==> src/rtl/lfsr_period_meter.sv <==
// ---------------------------------------------------------------------------
// lfsr_period_meter
//
// Measures the repeat period of an upstream LFSR stream. On start the block
// arms, captures the first valid sample as a reference and counts valid
// samples until the reference value reappears. The result is flagged as
// "stuck" when an all-zero sample shows up. It is flagged as "timeout" when
// the counter saturates before a repeat is seen.
//
// Optional feature: define LFSR_PERIOD_ONES_EN to add the ones_count output.
// It counts the valid samples with sample[0]=1, starting at the reference
// sample and stopping before the terminating sample.
//
// Parameters
//   WIDTH        width of the sampled LFSR value
//   CNT_W        width of the period counter / result
// Ports
//   in_clk       clock, rising edge
//   in_rst       synchronous active-high reset
//   start        single-cycle measurement request (honoured in IDLE only)
//   sample_valid upstream produced a new value this cycle
//   sample       upstream LFSR value
//   busy         measurement in progress (ARM or COUNT)
//   done         one-cycle result pulse
//   period       measured period, held until the next start
//   stuck        result flag: all-zero sample seen
//   timeout      result flag: counter saturated without a repeat
//   ones_count   (LFSR_PERIOD_ONES_EN only) ones seen in sample[0]
// ---------------------------------------------------------------------------
module lfsr_period_meter #(
    parameter int WIDTH = 8,
    parameter int CNT_W = 16
) (
    input  logic             in_clk,
    input  logic             in_rst,
    input  logic             start,
    input  logic             sample_valid,
    input  logic [WIDTH-1:0] sample,
    output logic             busy,
    output logic             done,
    output logic [CNT_W-1:0] period,
    output logic             stuck,
    output logic             timeout
`ifdef LFSR_PERIOD_ONES_EN
    ,
    output logic [CNT_W-1:0] ones_count
`endif
);

    typedef enum logic [1:0] {
        IDLE  = 2'd0,
        ARM   = 2'd1,
        COUNT = 2'd2,
        DONE  = 2'd3
    } state_t;

    localparam logic [CNT_W-1:0] CNT_MAX = '1;
    localparam logic [CNT_W-1:0] CNT_ONE = {{(CNT_W-1){1'b0}}, 1'b1};

    state_t             state_reg, state_next;
    logic [CNT_W-1:0]   cnt_reg, cnt_next;
    logic [WIDTH-1:0]   ref_reg, ref_next;
    logic [CNT_W-1:0]   period_reg, period_next;
    logic               stuck_reg, stuck_next;
    logic               timeout_reg, timeout_next;
`ifdef LFSR_PERIOD_ONES_EN
    logic [CNT_W-1:0]   ones_reg, ones_next;
    logic [CNT_W-1:0]   ones_bit;
`endif

    logic [WIDTH-1:0]   diff_bits;
    logic               sample_zero;
    logic               sample_match;
    logic [CNT_W-1:0]   cnt_inc;

    // Bitwise compare against the captured reference.
    generate
        for (genvar gi = 0; gi < WIDTH; gi++) begin : g_cmp
            assign diff_bits[gi] = sample[gi] ^ ref_reg[gi];
        end
    endgenerate

    assign sample_match = ~|diff_bits;
    assign sample_zero  = ~|sample;
    // cnt never reaches CNT_MAX (saturation terminates one step earlier),
    // so this increment cannot wrap.
    assign cnt_inc      = cnt_reg + CNT_ONE;
`ifdef LFSR_PERIOD_ONES_EN
    assign ones_bit     = {{(CNT_W-1){1'b0}}, sample[0]};
`endif

    always_ff @(posedge in_clk) begin
        if (in_rst) begin
            state_reg   <= IDLE;
            cnt_reg     <= '0;
            ref_reg     <= '0;
            period_reg  <= '0;
            stuck_reg   <= 1'b0;
            timeout_reg <= 1'b0;
`ifdef LFSR_PERIOD_ONES_EN
            ones_reg    <= '0;
`endif
        end else begin
            state_reg   <= state_next;
            cnt_reg     <= cnt_next;
            ref_reg     <= ref_next;
            period_reg  <= period_next;
            stuck_reg   <= stuck_next;
            timeout_reg <= timeout_next;
`ifdef LFSR_PERIOD_ONES_EN
            ones_reg    <= ones_next;
`endif
        end
    end

    always_comb begin
        state_next   = state_reg;
        cnt_next     = cnt_reg;
        ref_next     = ref_reg;
        period_next  = period_reg;
        stuck_next   = stuck_reg;
        timeout_next = timeout_reg;
`ifdef LFSR_PERIOD_ONES_EN
        ones_next    = ones_reg;
`endif

        case (state_reg)
            IDLE: begin
                // Any sample presented alongside start is not the reference;
                // the reference is the first valid sample seen in ARM.
                if (start) begin
                    state_next   = ARM;
                    period_next  = '0;
                    stuck_next   = 1'b0;
                    timeout_next = 1'b0;
`ifdef LFSR_PERIOD_ONES_EN
                    ones_next    = '0;
`endif
                end
            end

            ARM: begin
                if (sample_valid) begin
                    if (sample_zero) begin
                        stuck_next  = 1'b1;
                        period_next = '0;
                        state_next  = DONE;
                    end else begin
                        ref_next   = sample;
                        cnt_next   = '0;
                        state_next = COUNT;
`ifdef LFSR_PERIOD_ONES_EN
                        ones_next  = ones_bit;
`endif
                    end
                end
            end

            COUNT: begin
                // Checks on one sample run in priority order: stuck, then
                // match, then saturation.
                if (sample_valid) begin
                    if (sample_zero) begin
                        stuck_next  = 1'b1;
                        period_next = '0;
                        state_next  = DONE;
                    end else if (sample_match) begin
                        period_next = cnt_inc;
                        state_next  = DONE;
                    end else if (cnt_inc == CNT_MAX) begin
                        timeout_next = 1'b1;
                        period_next  = CNT_MAX;
                        state_next   = DONE;
                    end else begin
                        cnt_next  = cnt_inc;
`ifdef LFSR_PERIOD_ONES_EN
                        ones_next = ones_reg + ones_bit;
`endif
                    end
                end
            end

            DONE: begin
                state_next = IDLE;
            end

            default: begin
                state_next = IDLE;
            end
        endcase
    end

    assign busy    = (state_reg == ARM) || (state_reg == COUNT);
    assign done    = (state_reg == DONE);
    assign period  = period_reg;
    assign stuck   = stuck_reg;
    assign timeout = timeout_reg;
`ifdef LFSR_PERIOD_ONES_EN
    assign ones_count = ones_reg;
`endif

endmodule

==> config.mk <==
export PLATFORM = sky130hd
export DESIGN_NAME = lfsr_period_meter
export DESIGN_NICKNAME = d
export VERILOG_FILES = /design/src/rtl/lfsr_period_meter.sv
export SDC_FILE = /design/constraint.sdc
export NUM_CORES = 1
export LEC_CHECK = 0
export CORE_MARGIN = 3
export CORE_UTILIZATION = 50
export CTS_BUF_LIST = sky130_fd_sc_hd__clkbuf_16
export DETAILED_ROUTE_END_ITERATION = 16
export PLACE_DENSITY = 0.76
export SLEW_MARGIN = 20
export SYNTH_ARGS = -nofsm -noshare
export SYNTH_HDL_FRONTEND = slang
export SYNTH_SLANG_ARGS = --single-unit
==> constraint.sdc <==
create_clock -name in_clk -period 2.65 [get_ports in_clk]
set_input_delay 0.265 -clock in_clk [delete_from_list [all_inputs] [get_ports in_clk]]
set_output_delay 0.265 -clock in_clk [all_outputs]
set_load 0.01 [all_outputs]
==> results.toml <==
[run_status]
status = "finished clean"

[sta]
relSlewSlack_pct = 64.82
fin_worst_skew_ns = 0.003543
final.period_utilization_pct = 94.89
slew_viol_final = 0
rsz0062_at_grt = "no"
hold_viol = 0
worst_pin_slew_ns = 0.5221
max_clock_freq_ghz = 0.3977
setup_tns_ns = 0
layout_min_cycle_time_ns = 2.515
setup_viol = 0

[synth]
synth_async_sr_flop_share_pct = 0
syn_area_um2 = 2436
synth_ff_type = "dfxtp_1"
synth_nets = 310
seq_area_frac_synth_pct = 36.16
synth_enable_flop_cells = 0
avgSynthCellArea_um2 = 8.343
synth.distinct_cells = 53
synthCells = 292
synth.yosys.warnings = 0
synth-seq-cells = 44

[clock_tree]
numCtsBuffers = 5
clkTransAtPathRegs_ns = 0.06
clock_sinks = 44
cts_root_buf = "clkbuf_16"
clock_latency_ns = 0.28
post-cts-setup-buffers = 0
h-tree-depth = 2
clockBufferDepth = 2
cts_tree = "done"

[floorplan]
rows = 24
io_pins = 32
die_y_um = 75.80
die_w_um = 75.80
die_area_um2 = 5746
initial_core_util_pct = 53.73
core_area_um2 = 4534

[critical_path]
worstReg2RegEnd = "cnt_reg[3]$_SDFFE_PP0P_"
startpoint_type = "register"
crit_type = "register to register"
r2r-start = "cnt_reg[0]$_SDFFE_PP0P_"
rrSetupSlack_ns = 0.14
crit_path_frequent_cell = "buf_4"
path_buf_inv = 2
cp.arrival_ns = 2.73
crit_chain = "ha_1 > buf_4 > a21oi_1 > o31ai_1 > nand3_1 > and4_1 > a21boi_4 > nand2b_1 > buf_4 > o2bb2ai_1"
crit_start = "cnt_reg[0]$_SDFFE_PP0P_"
path_max_fanout = 10
cpPeakStageDelay_ns = 0.34
cp_slowest_cell = "a21boi_4"
endpoint_kind = "register"
cp.required_ns = 2.86
reg2regPathDepth = 10
critPathTopFamily = "compound AO/OA/AOI/OAI gates"

[final_layout]
mostFrequentLayoutCells = "dfxtp_1, nand2_1, clkdlybuf4s50_1, buf_4, nor2_1"
nets = 357
stdcell_count = 405
finalInstanceArea_um2 = 3089
final_common_cell = "dfxtp_1"
layout-drive-gt1-share_pct = 11.76
syn_to_final_growth_pct = 26.81
antenna_cells = 0

[hold_path]
min_path_cells = 2
worstHoldStart = "ref_reg[0]$_SDFFE_PP0P_"
hold_end = "ref_reg[0]$_SDFFE_PP0P_"
min_path_type = "register to register"

[drt]
wl_um = 6201
wl_per_cell_um = 15.31
drc = 0
viasPerCell = 5.825
firstDrtPassIters = 5
vias = 2359
first_iter_violations = 228
ant_nets = 0

[placed_design]
placedCellCount = 397
dp_hpwl_um = 4518
portBuffers = 31
placed_cell_area_um2 = 2930
gp_congestion = 0.8828

[power_and_ir_drop]
comb_power_share_pct = 35.1
powerDensity_nw_per_um2 = 692.2
vdd_drop_max_mv = 0.4295
clockPowerShare_pct = 28.3
power_frac_seq_pct = 36.7
swShare_pct = 33.01
p_sw_mw = 0.7059
internal-power_mw = 1.432
p_leak_nw = 1.039

[flow_run]
cap_violations = 0

[grt]
grtUsageTotal_pct = 22.51
antenna_found_initial = 0
grt_pass1_wl_um = 9936
grt_pass1_vias = 2095
grt_max_degree = 19
grt_overflow = 0
[final cells by class]
type / instances / area (um^2)
repair buffers: 56 / 498.0
clock buffers: 5 / 125.1
inverters: 9 / 33.78
well taps: 65 / 81.33
flip-flops and latches: 44 / 880.8
fillers: 376 / 1445
clock inverters: 3 / 18.77
multi-input cells: 223 / 1451
[worst max-delay path by stage]
stage / to / slack (ns) / depth (start not counted)
after floorplan: period[14]$_SDFFE_PP0P_ / 0.05 / 11
after global placement: period[2]$_SDFFE_PP0P_ / 0.14 / 8
after detailed placement: cnt_reg[13]$_SDFFE_PP0P_ / 0.08 / 9
after CTS: cnt_reg[9]$_SDFFE_PP0P_ / 0.06 / 10
after global routing: cnt_reg[1]$_SDFFE_PP0P_ / 0.04 / 10
final: cnt_reg[3]$_SDFFE_PP0P_ / 0.14 / 10
[per-layer routing]
| layer | GRT usage, % | up-vias | share of wire, % |
|---|---|---|---|
| li1 | - | 1160 | - |
| met1 | 33.23 | 1089 | 48 |
| met2 | 33.27 | 98 | 43 |
| met3 | 3.958 | 12 | 7.2 |
| met4 | 6.602 | 0 | 1.3 |
| met5 | 0 | - | 0 |
[power by group through the flow]
| stage | Combinational [mW] | Clock [mW] | Sequential, mW |
|---|---|---|---|
| after floorplan | 0.448 | 0 | 0.811 |
| after global placement | 0.730 | 0 | 0.796 |
| after detailed placement | 0.736 | 0 | 0.799 |
| after CTS | 0.741 | 0.616 | 0.784 |
| after global routing | 0.823 | 0.650 | 0.794 |
| final | 0.750 | 0.604 | 0.784 |
[Yosys cell counts (all sizes together), types with 7 or more instances]
master	count	area, um^2
o2bb2ai	7	61.31
nor2	22	82.58
a22o	17	148.9
dfxtp	44	880.8
inv	9	33.78
nand4	7	58.81
nand3	20	105.1
buf	8	55.05
nand2	40	152.6
a21oi	18	90.09
clkbuf	8	30.03
o21ai	8	40.04
xnor2	15	131.4
[kinds of logic after synthesis]
family,count (synthesis),synth area share (%)
adders and majority gates,6,3.082
buffers and inverters,25,4.879
DFF,44,36.16
and+or+nand+nor,125,26.50
xor gates and xnor gates,17,6.112
AOI/OAI and AO/OA,75,23.27
[through the flow]
| stage | total power, mW | setup WS (ns) | utilization [%] | hold slack, ns |
|---|---|---|---|---|
| 3_5_place_dp | 1.535 | 0.08060 | 64.62 | 0.4591 |
| 4_1_cts | 2.140 | 0.06404 | 67.80 | 0.4677 |
| 6_report | 2.138 | 0.1354 | 68.13 | 0.4668 |
| 5_1_grt | 2.266 | 0.03539 | 68.13 | 0.4854 |
| 3_3_place_gp | 1.526 | 0.1429 | 64.62 | 0.4548 |
| 2_1_floorplan | 1.259 | 0.05460 | - | 0.4125 |
[worst reg2reg max path, delay by kind of cell, from the launching register on]
| kind | cells | cell delay, ns |
|---|---|---|
| adder cells (fa/ha/maj) | 1 | 0.22 |
| buffers and inverters | 2 | 0.38 |
| AO/OA/AOI/OAI | 4 | 0.85 |
| flip-flops | 1 | 0.33 |
| AND/OR/NAND/NOR | 3 | 0.65 |
[timing repair]
action                     4_1_cts  5_1_grt
gates resized for setup          0        3
hold buffers                     0        0
setup endpoints to repair        0       26
No activity file was read; power rests on OpenSTA's default activity.
